File: src/rtl/internal_framebuffer_scissor_memset.sv
// Clear engine for the internal framebuffer RAM: fills the scissor rectangle (or the whole
// screen) with the clear colour, one RAM word of NUMBER_OF_PIXELS_PER_BEAT pixels per cycle.
module internal_framebuffer_scissor_memset #(
    parameter int NUMBER_OF_PIXELS_PER_BEAT    = 4,
    parameter int NUMBER_OF_SUB_PIXELS         = 4,
    parameter int SUB_PIXEL_WIDTH              = 8,
    parameter int X_BIT_WIDTH                  = 11,
    parameter int Y_BIT_WIDTH                  = 11,
    parameter int FRAMEBUFFER_SIZE_IN_PIXEL_LG = 18
) (
    input  logic                                                                  clk,
    input  logic                                                                  reset,
    input  logic [NUMBER_OF_SUB_PIXELS*SUB_PIXEL_WIDTH-1:0]                       confClearColor,
    input  logic                                                                  confEnableScissor,
    input  logic [X_BIT_WIDTH-1:0]                                                confScissorStartX,
    input  logic [Y_BIT_WIDTH-1:0]                                                confScissorStartY,
    input  logic [X_BIT_WIDTH-1:0]                                                confScissorEndX,
    input  logic [Y_BIT_WIDTH-1:0]                                                confScissorEndY,
    input  logic [X_BIT_WIDTH-1:0]                                                confXResolution,
    input  logic [Y_BIT_WIDTH-1:0]                                                confYResolution,
    input  logic [NUMBER_OF_SUB_PIXELS-1:0]                                       confMask,
    input  logic                                                                  apply,
    output logic                                                                  applied,
    output logic [NUMBER_OF_PIXELS_PER_BEAT*NUMBER_OF_SUB_PIXELS*SUB_PIXEL_WIDTH-1:0] writeDataPort,
    output logic                                                                  writeEnablePort,
    output logic [FRAMEBUFFER_SIZE_IN_PIXEL_LG-$clog2(NUMBER_OF_PIXELS_PER_BEAT)-1:0] writeAddrPort,
    output logic [NUMBER_OF_PIXELS_PER_BEAT*NUMBER_OF_SUB_PIXELS-1:0]             writeMaskPort
);
    localparam int PPB            = NUMBER_OF_PIXELS_PER_BEAT;
    localparam int NSP            = NUMBER_OF_SUB_PIXELS;
    localparam int PPB_LG         = $clog2(PPB);
    localparam int XW             = X_BIT_WIDTH;
    localparam int YW             = Y_BIT_WIDTH;
    localparam int MEM_ADDR_WIDTH = FRAMEBUFFER_SIZE_IN_PIXEL_LG - PPB_LG;
    localparam int MEM_WIDTH      = PPB * NSP * SUB_PIXEL_WIDTH;
    localparam int MASK_WIDTH     = PPB * NSP;

    typedef enum logic [1:0] {IDLE, SETUP, FILL} state_t;

    state_t                    state_q, state_d;
    logic                      applied_q, applied_d;
    logic                      we_q, we_d;
    logic [MEM_ADDR_WIDTH-1:0] addr_q, addr_d;
    logic [MASK_WIDTH-1:0]     mask_q, mask_d;
    logic [MEM_WIDTH-1:0]      data_q, data_d;
    logic [NSP-1:0]            conf_mask_q, conf_mask_d;
    logic [XW-1:0]             xs_q, xs_d, xe_q, xe_d, xres_q, xres_d;
    logic [YW-1:0]             ys_q, ys_d, ye_q, ye_d;
    logic [XW-1:0]             stride_q, stride_d, bx0_q, bx0_d, bx1_q, bx1_d, bx_q, bx_d;
    logic [YW-1:0]             y_q, y_d;
    logic [MEM_ADDR_WIDTH-1:0] row_base_q, row_base_d;

    logic [XW-1:0]             xs_in, xe_in, xs_clip, xe_clip;
    logic [YW-1:0]             ys_in, ye_in, ys_clip, ye_clip;
    logic [XW-1:0]             setup_stride;
    logic [XW+YW-1:0]          row_prod;
    logic                      rect_empty;
    logic                      last_row;
    logic                      load_beat;
    logic                      next_row;
    logic [XW-1:0]             nbx;
    logic [MEM_ADDR_WIDTH-1:0] nrow;
    logic [MASK_WIDTH-1:0]     pix_mask;

    // Clip against the live inputs so only already-clipped bounds are latched.
    always_comb begin
        xs_in   = confEnableScissor ? confScissorStartX : '0;
        xe_in   = confEnableScissor ? confScissorEndX   : confXResolution;
        ys_in   = confEnableScissor ? confScissorStartY : '0;
        ye_in   = confEnableScissor ? confScissorEndY   : confYResolution;
        xs_clip = (xs_in < confXResolution) ? xs_in : confXResolution;
        xe_clip = (xe_in < confXResolution) ? xe_in : confXResolution;
        ys_clip = (ys_in < confYResolution) ? ys_in : confYResolution;
        ye_clip = (ye_in < confYResolution) ? ye_in : confYResolution;
    end

    assign setup_stride = xres_q >> PPB_LG;
    assign row_prod     = {{XW{1'b0}}, ys_q} * {{YW{1'b0}}, setup_stride};
    assign rect_empty   = (xs_q >= xe_q) || (ys_q >= ye_q);
    assign last_row     = (({1'b0, y_q} + (YW+1)'(1)) == {1'b0, ye_q});

    // Selects the beat that the output registers will present after this edge.
    always_comb begin
        load_beat = 1'b0;
        next_row  = 1'b0;
        nbx       = bx_q;
        nrow      = row_base_q;
        case (state_q)
            SETUP: begin
                if (!rect_empty) begin
                    load_beat = 1'b1;
                    nbx       = xs_q >> PPB_LG;
                    nrow      = MEM_ADDR_WIDTH'(row_prod);
                end
            end
            FILL: begin
                if (bx_q == bx1_q) begin
                    if (!last_row) begin
                        load_beat = 1'b1;
                        next_row  = 1'b1;
                        nbx       = bx0_q;
                        nrow      = row_base_q + MEM_ADDR_WIDTH'(stride_q);
                    end
                end else begin
                    load_beat = 1'b1;
                    nbx       = bx_q + XW'(1);
                end
            end
            default: ;
        endcase
    end

    generate
        for (genvar gi = 0; gi < PPB; gi++) begin : g_pix
            logic [XW:0] px;
            logic        pix_en;
            assign px     = ({1'b0, nbx} << PPB_LG) + (XW+1)'(gi);
            assign pix_en = (px >= {1'b0, xs_q}) && (px < {1'b0, xe_q});
            assign pix_mask[gi*NSP +: NSP] = pix_en ? conf_mask_q : '0;
        end
    endgenerate

    always_comb begin
        state_d     = state_q;
        applied_d   = applied_q;
        we_d        = 1'b0;
        addr_d      = addr_q;
        mask_d      = mask_q;
        data_d      = data_q;
        conf_mask_d = conf_mask_q;
        xs_d        = xs_q;
        xe_d        = xe_q;
        ys_d        = ys_q;
        ye_d        = ye_q;
        xres_d      = xres_q;
        stride_d    = stride_q;
        bx0_d       = bx0_q;
        bx1_d       = bx1_q;
        bx_d        = bx_q;
        y_d         = y_q;
        row_base_d  = row_base_q;
        case (state_q)
            IDLE: begin
                if (apply) begin
                    state_d     = SETUP;
                    applied_d   = 1'b0;
                    data_d      = {PPB{confClearColor}};
                    conf_mask_d = confMask;
                    xs_d        = xs_clip;
                    xe_d        = xe_clip;
                    ys_d        = ys_clip;
                    ye_d        = ye_clip;
                    xres_d      = confXResolution;
                end
            end
            SETUP: begin
                stride_d = setup_stride;
                bx0_d    = xs_q >> PPB_LG;
                bx1_d    = (xe_q - XW'(1)) >> PPB_LG;
                y_d      = ys_q;
                if (rect_empty) begin
                    state_d   = IDLE;
                    applied_d = 1'b1;
                end else begin
                    state_d = FILL;
                end
            end
            FILL: begin
                if (!load_beat) begin
                    state_d   = IDLE;
                    applied_d = 1'b1;
                end
                if (next_row) begin
                    y_d = y_q + YW'(1);
                end
            end
            default: begin
                state_d   = IDLE;
                applied_d = 1'b1;
            end
        endcase
        if (load_beat) begin
            we_d       = 1'b1;
            addr_d     = nrow + MEM_ADDR_WIDTH'(nbx);
            mask_d     = pix_mask;
            bx_d       = nbx;
            row_base_d = nrow;
        end
    end

    always_ff @(posedge clk or posedge reset) begin
        if (reset) begin
            state_q     <= IDLE;
            applied_q   <= 1'b1;
            we_q        <= 1'b0;
            addr_q      <= '0;
            mask_q      <= '0;
            data_q      <= '0;
            conf_mask_q <= '0;
            xs_q        <= '0;
            xe_q        <= '0;
            ys_q        <= '0;
            ye_q        <= '0;
            xres_q      <= '0;
            stride_q    <= '0;
            bx0_q       <= '0;
            bx1_q       <= '0;
            bx_q        <= '0;
            y_q         <= '0;
            row_base_q  <= '0;
        end else begin
            state_q     <= state_d;
            applied_q   <= applied_d;
            we_q        <= we_d;
            addr_q      <= addr_d;
            mask_q      <= mask_d;
            data_q      <= data_d;
            conf_mask_q <= conf_mask_d;
            xs_q        <= xs_d;
            xe_q        <= xe_d;
            ys_q        <= ys_d;
            ye_q        <= ye_d;
            xres_q      <= xres_d;
            stride_q    <= stride_d;
            bx0_q       <= bx0_d;
            bx1_q       <= bx1_d;
            bx_q        <= bx_d;
            y_q         <= y_d;
            row_base_q  <= row_base_d;
        end
    end

    assign applied         = applied_q;
    assign writeEnablePort = we_q;
    assign writeAddrPort   = addr_q;
    assign writeMaskPort   = mask_q;
    assign writeDataPort   = data_q;

endmodule

File: config.mk
export PLATFORM = sky130hd
export DESIGN_NAME = internal_framebuffer_scissor_memset
export DESIGN_NICKNAME = d
export VERILOG_FILES = /design/src/rtl/internal_framebuffer_scissor_memset.sv
export SDC_FILE = /design/constraint.sdc
export NUM_CORES = 1
export LEC_CHECK = 0
export BUFFER_PORTS_ARGS = -buffer_cell sky130_fd_sc_hd__buf_2
export CAP_MARGIN = 20
export CORE_MARGIN = 5
export CORE_UTILIZATION = 55
export CTS_BUF_LIST = sky130_fd_sc_hd__clkbuf_4 sky130_fd_sc_hd__clkbuf_8
export CTS_CLUSTER_SIZE = 20
export DETAILED_ROUTE_END_ITERATION = 10
export MAX_ROUTING_LAYER = met4
export PLACE_DENSITY = 0.74
export RECOVER_POWER = 25
export SYNTH_ARGS = -nofsm -noshare
export SYNTH_HDL_FRONTEND = slang
export SYNTH_SLANG_ARGS = --single-unit
File: constraint.sdc
create_clock -name clk -period 7.4 [get_ports clk]
set_input_delay 0.37 -clock clk [delete_from_list [all_inputs] [get_ports clk]]
set_output_delay 0.37 -clock clk [all_outputs]
set_load 0.02 [all_outputs]
==> results of run 1 <==
[layout make-up]
| type | count | area share |
|---|---|---|
| multi-input cells | 1396 | 0.566 |
| flip-flops and latches | 190 | 0.267 |
| repair buffers | 284 | 0.0808 |
| inverters | 176 | 0.0372 |
| well taps | 390 | 0.0274 |
| clock buffers | 17 | 0.0131 |
| clock inverters | 15 | 0.00843 |
| diodes | 1 | 0.000140 |
[cell usage after synthesis (22+ instances only)]
library cell	count
a211oi_1	35
o311ai_0	25
nor3_1	28
buf_4	97
nor2_1	66
a21oi_1	66
xnor2_1	32
dfrtp_1	189
mux2_2	35
a21o_1	36
fa_1	61
nand2_1	301
ha_1	134
o22ai_1	28
inv_1	175
clkbuf_1	92
o21bai_1	22
and2_1	76
o21ai_0	125
o31ai_1	30
nand3_1	48
[report_power, final]
group          internal [W]  switching [W]  leakage [nW]  total [W]
combinational     0.0000653       0.000121          6.46   0.000187
clock              0.000252       0.000459         0.193   0.000711
sequential          0.00104              0          2.47    0.00104
[placed cells by master (no fill, tap or decap), types with 7 or more instances in the layout]
master    netlist  final
and2_1         76     75
dfrtp_1       189    189
xor2_1         21     21
nand4_1        15     15
or3_1          12     12
a21oi_1        66     66
nor2_1         66     66
nand2b_1        7      7
o21a_1         13     13
o311ai_0       25     25
nor2b_1        13     13
o21ai_0       125    124
nand2_1       301    300
and3_1         14     14
clkbuf_8        0     17
a21o_1         36     36
o211ai_1        8      8
buf_4          97     16
fa_1           61     61
o21bai_1       22     22
a211oi_1       35     35
a31oi_1        14     14
nor4_1          7      7
ha_1          134    133
nor3_1         28     28
nand3_1        48     48
o22ai_1        28     28
o31ai_1        30     30
o221ai_1       13     13
mux2_2         35     35
buf_2           7    251
xnor2_1        32     32
inv_1         175    174
a22o_1         10     10
a22oi_1         8      8
clkbuf_1       92     17
[per-layer routing]
metal  routed length (um)  share of wire  vias to the layer above
li1                     -              -                     6929
met1                21100           0.44                     7093
met2                22600           0.47                      605
met3                 3200          0.067                       93
met4                 1230          0.026                        0
met5                    0              0                        -
[kinds of logic (layout without fill, tap and decap cells)]
kind of cell,count (synthesis),in the layout
and+or+nand+nor,619,619
AOI/OAI and AO/OA,488,488
buffers and inverters,383,492
muxes,41,41
xor gates and xnor gates,53,53
other,0,1
adders and majority gates,195,195
DFF,190,190
[flip-flops by register name, summed over array words and instances (netlist names)]
name,cells
y_q,11
state_q,2
writeEnablePort,1
stride_q,9
writeDataPort,32
xe_q,11
writeMaskPort,16
xres_q,9
bx_q,11
ys_q,11
xs_q,11
ye_q,11
row_base_q,16
bx1_q,9
bx0_q,9
applied,1
conf_mask_q,4
writeAddrPort,16
[metrics by stage]
stage	total power (W)	instances	instance area [um^2]	hold WS [ps]
after floorplan	0.00117	1969	16600	446
after global placement	0.00124	2434	17400	460
after detailed placement	0.00124	2435	17500	464
after CTS	0.00194	2467	17800	18.0
after global routing	0.00201	2469	17800	29.7
final	0.00194	2469	17800	40.6
[final timing paths]
check,start,end,slack [ps]
max,ys_q[4],writeAddrPort[15],1020
min,confClearColor[22],writeDataPort[118],40
max reg2reg,ys_q[4],writeAddrPort[15],1020
min reg2reg,writeAddrPort[3],writeAddrPort[3],490
max in group asynchronous,reset,bx1_q[8],3290
min in group asynchronous,reset,writeDataPort[112],1520
[worst max-delay path: stages (launching register included)]
cell and delay, ps:
dfrtp_1 660, nand2_1 150, fa_1 520, inv_1 50, fa_1 490, ha_1 300, inv_1 50, fa_1 600
inv_1 80, ha_1 310, a21o_1 160, a211oi_1 230, nor4_1 80, a21oi_1 160, nor2_1 60, a221o_1 320
ha_1 370, a21o_1 170, a41oi_1 60, o21bai_1 220, a21oi_1 100, o21ai_0 370, o31ai_1 180, or4_1 490
o211ai_1 160
==> results.json, run 1 <==
{
  "numCtsBuffers": 17,
  "grt_start_max_net_pins": 120,
  "dp_hpwl_mm": 36.9,
  "grt_pass1_wl_mm": 77.4,
  "finalSetupTns_ps": 0,
  "grt.met3_usage": 0.0437,
  "finClkSkew_ps": 21.9,
  "final_util": 0.600,
  "rsz0062_at_grt": "no",
  "post-cts-setup-buffers": 0,
  "first_pass_iters": 5,
  "vias": 14700,
  "synth_top_family_by_area": "compound AO/OA/AOI/OAI gates",
  "violations": "capacitance limit, slew limit",
  "criticalPathCategory": "reg2reg",
  "worst_pin_slew_ps": 5330,
  "wl_mm": 48.0,
  "cts.sinks": 190,
  "cts-resized-gates": 0,
  "seq_area_frac_synth": 0.286,
  "die_h_um": 184,
  "die_w_um": 184,
  "worstRegToRegCells": 24,
  "core_mm2": 0.0297,
  "synth_nets": 2270,
  "grtUsageTotal": 0.292,
  "synthFlopType": "dfrtp_1",
  "synth-compound-area-share": 0.199,
  "clk_latency_ps": 510,
  "syn_avg_cell_area_um2": 8.44,
  "crit_arrival_ps": 6820,
  "drc_errors": 0,
  "via_per_inst": 5.96,
  "synthToLayoutAreaGrowth_pct": 7.15,
  "place_ws_ps": 1090,
  "maxSlewViolCount": 120,
  "max_clock_freq_mhz": 157,
  "synthSimpleGateAreaFrac": 0.176,
  "globalRouteOverflowTotal": 0,
  "final_hold_viol_count": 0,
  "vdd_drop_max_mv": 0.135,
  "maxCapViolCount": 1,
  "grt_pass1_vias": 14600,
  "htreeDepth": 4,
  "met2_usage": 0.460,
  "root_buffer": "clkbuf_8",
  "dieArea_mm2": 0.0338,
  "synthTopCellsByArea": "dfrtp_1 (28%), ha_1 (10%), fa_1 (7.3%)",
  "layout-drive-gt1-share": 0.172,
  "drt_iter0_markers": 1104,
  "io_pins": 268,
  "ys_warn_count": 0,
  "p_leak_nw": 9.13,
  "synth_xor_area_frac": 0.0279,
  "cts_tree": "built",
  "worstPathMaxFanout": 12,
  "fin_crit_ps": 6380,
  "layout.nets": 2366,
  "rows": 63,
  "status": "finished, violations left",
  "hold_depth": 3,
  "hold_buffers": 0,
  "finalSetupViolCount": 0,
  "async_flop_share": 1.00,
  "place_congestion": 0.917,
  "multi_input_area_mm2": 0.0101,
  "initial_utilization": 0.560,
  "syn_area_mm2": 0.0166,
  "required_ps": 7840,
  "muxShareOfSynthArea": 0.0273,
  "synth_top_area_frac": 0.284,
  "relSlewSlack": -2.58,
  "grtUsageMet1": 0.392,
  "synth_seq_cells": 190,
  "holdCritPathClass": "in2reg",
  "final.period_utilization": 0.863,
  "clk_pin_slew_ps": 120,
  "ant_nets": 0,
  "synth_edf_count": 0,
  "end_kind": "flop",
  "io_buffers": 267,
  "synthAdderAreaFrac": 0.174,
  "post_drt_wl_per_cell_um": 19.5,
  "grt_antenna_before_repair": 2,
  "clock_path_buffers": 2,
  "yosys.area.top_type": "dfrtp_1",
  "nFillCells": 2647,
  "cp-start-kind": "flop",
  "synth_cells": 1969,
  "p_per_area_mw_per_mm2": 109,
  "fin_ws_ps": 1020,
  "ys_types": 85,
  "grt_busiest_layer": "met2",
  "regArea_mm2": 0.00476
}
Power figures use the tool's default switching activity.
==> run 2, diff against run 1 <==
--- a/config.mk
+++ b/config.mk
@@ -5,6 +5,7 @@
 export SDC_FILE = /design/constraint.sdc
 export NUM_CORES = 1
 export LEC_CHECK = 0
+export ABC_AREA = 1
 export BUFFER_PORTS_ARGS = -buffer_cell sky130_fd_sc_hd__buf_2
 export CAP_MARGIN = 20
 export CORE_MARGIN = 5
==> results.json, run 2 <==
{
  "io_pins": 268,
  "final_util": 0.592,
  "fin_ws_ps": 1410,
  "async_flop_share": 1.00,
  "antennaDiodeCount": 0,
  "drc_errors": 0,
  "layout_commonest_cell": "nand2_1",
  "synth_top_area_frac": 0.282,
  "critical_path.max_stage_delay_ps": 650,
  "clk_latency_ps": 510,
  "grt_pass1_wl_mm": 77.4,
  "finalSetupViolCount": 0,
  "first_pass_iters": 5,
  "initial_utilization": 0.553,
  "r2r_start": "ys_q[5]",
  "syn_area_mm2": 0.0168,
  "synth_cells": 2340,
  "crit_slowest_cell": "dfrtp_1",
  "place_congestion": 0.960,
  "grtUsageMet1": 0.395,
  "synth_nets": 2641,
  "cts-resized-gates": 0,
  "hold_depth": 3,
  "htreeDepth": 4,
  "grt_antenna_before_repair": 0,
  "dp_cells": 2823,
  "drt_iter0_markers": 1194,
  "synthTopCellsByArea": "dfrtp_1 (28%), nand2_1 (14%), ha_1 (10%)",
  "critPathTopFamily": "adder cells",
  "grt_busiest_layer": "met2",
  "yosys-top-cells-count": "nand2_1 (627), inv_1 (370), o21ai_0 (219), dfrtp_1 (189), a21oi_1 (141)",
  "worstPathMaxFanout": 12,
  "finClkSkew_ps": 20.0,
  "die_w_um": 185,
  "status": "finished, violations left",
  "numCtsBuffers": 17,
  "path_common_cell": "nand2_1",
  "syn_avg_cell_area_um2": 7.17,
  "fin_crit_ps": 5990,
  "cts_tree": "built",
  "grtUsageTotal": 0.292,
  "required_ps": 7790,
  "r2r_slack_ps": 1410,
  "r2r_end": "writeAddrPort[13]",
  "grt.met3_usage": 0.0339,
  "synth.most_common_cell": "nand2_1",
  "maxCapViolCount": 1,
  "vias": 15500,
  "synth_edf_count": 0,
  "final.period_utilization": 0.810,
  "via_per_inst": 5.42,
  "grt_pass1_vias": 15100,
  "core_mm2": 0.0303,
  "stdcell_count": 2856,
  "dieArea_mm2": 0.0341,
  "cp-start-kind": "flop",
  "dp_hpwl_mm": 36.9,
  "largest_reg_flops": 32,
  "layout_common_cells": "nand2_1 (627), inv_1 (368), buf_2 (260), o21ai_0 (218), dfrtp_1 (189)",
  "rsz0062_at_grt": "no",
  "holdCritPathClass": "in2reg",
  "post-cts-setup-buffers": 0,
  "root_buffer": "clkbuf_8",
  "violations": "capacitance limit, slew limit",
  "finalSetupTns_ps": 0,
  "seq_area_frac_synth": 0.283,
  "layout-drive-gt1-share": 0.141,
  "max_clock_freq_mhz": 167,
  "nFillCells": 2900,
  "relSlewSlack": -2.68,
  "rows": 64,
  "synth_seq_cells": 190,
  "hold_buffers": 0,
  "post_drt_wl_per_cell_um": 16.7,
  "end_kind": "flop",
  "die_h_um": 185,
  "criticalPathCategory": "reg2reg",
  "layout.nets": 2748,
  "met2_usage": 0.463,
  "yosys.area.top_type": "dfrtp_1",
  "place_ws_ps": 1420,
  "hold_start": "confClearColor[10]",
  "crit_arrival_ps": 6390,
  "hold_path_end": "writeDataPort[106]",
  "cts.sinks": 190,
  "critical_path_buf_inv_count": 3,
  "ys_warn_count": 0,
  "ant_nets": 0,
  "grt_start_max_net_pins": 122,
  "synthFlopType": "dfrtp_1",
  "clock_path_buffers": 2,
  "final_hold_viol_count": 0,
  "wl_mm": 47.6,
  "clk_pin_slew_ps": 120,
  "maxSlewViolCount": 122,
  "io_buffers": 267,
  "ys_types": 54,
  "worstRegToRegCells": 27,
  "worst_pin_slew_ps": 5490,
  "globalRouteOverflowTotal": 0,
  "synthToLayoutAreaGrowth_pct": 7.04
}
==> run 2: cell count changes after synthesis, moves of 30 or more <==
| cell | before | now |
|---|---|---|
| a21oi_1 | 66 | 141 |
| inv_1 | 175 | 370 |
| nand3_1 | 48 | 89 |
| mux2_2 | 35 | 0 |
| a21o_1 | 36 | 1 |
| nand2_1 | 301 | 627 |
| and2_1 | 76 | 1 |
| o21ai_0 | 125 | 219 |
| a211oi_1 | 35 | 2 |
| nor2_1 | 66 | 96 |
==> run 2: through the flow <==
| stage | hold WS, ps | area (um^2) |
|---|---|---|
| finish | 43.6 | 18000 |
| global route | 16.5 | 18000 |
| CTS | 15.4 | 18000 |
| detailed placement | 462 | 17600 |
| global placement | 460 | 17600 |
| floorplan | 448 | 16800 |
==> run 2: logic make-up (layout without fill, tap and decap cells) <==
group | Yosys count | count (layout) | synth area share
flip-flops | 190 | 190 | 0.283
AND/OR/NAND/NOR | 881 | 881 | 0.218
AO/OA/AOI/OAI | 471 | 471 | 0.157
buffers and inverters | 569 | 689 | 0.152
XOR/XNOR | 34 | 34 | 0.0177
adder cells (fa/ha/maj) | 195 | 195 | 0.173
==> run 2: layout make-up <==
type | instances | area (um^2) | area share
clock buffers | 18 | 241 | 0.0134
repair buffers | 280 | 1430 | 0.0797
well taps | 396 | 495 | 0.0276
clock inverters | 14 | 146 | 0.00815
inverters | 377 | 1420 | 0.0790
flip-flops and latches | 190 | 4760 | 0.265
multi-input cells | 1581 | 9480 | 0.527
==> run 2: routing by layer <==
metal | vias up | wire length [um]
met5 | - | 0
met4 | 0 | 1300
met3 | 75 | 2790
met2 | 537 | 22000
met1 | 7272 | 21500
li1 | 7600 | -
==> run 2: worst max-delay path by stage <==
stage,endpoint,start,cells after the start
floorplan,bx0_q[0],reset,1
global placement,writeAddrPort[13],ys_q[5],27
detailed placement,writeAddrPort[13],ys_q[5],27
CTS,writeAddrPort[13],ys_q[5],27
global route,writeAddrPort[15],xres_q[4],27
finish,writeAddrPort[13],ys_q[5],27
==> run 2: worst register-to-register path, cell delays in order (launching register included) <==
cell	delay [ps]
dfrtp_1	650
nand2_1	150
fa_1	550
inv_1	60
fa_1	510
inv_1	50
fa_1	470
fa_1	550
inv_1	40
ha_1	320
nand3_1	90
nand2_1	130
a21oi_1	80
o21ai_0	190
xor2_1	170
nand2_1	80
o211ai_1	100
a31oi_1	190
ha_1	380
nand2_1	80
nor3_1	190
nand3_1	110
o2111ai_1	120
nand3_1	130
nor2_1	220
a21oi_1	100
o21ai_0	120
nand2_1	70
Power of run 2 is not shown: default switching activity piles up to over one toggle a cycle in this logic, so the estimate is an artifact.
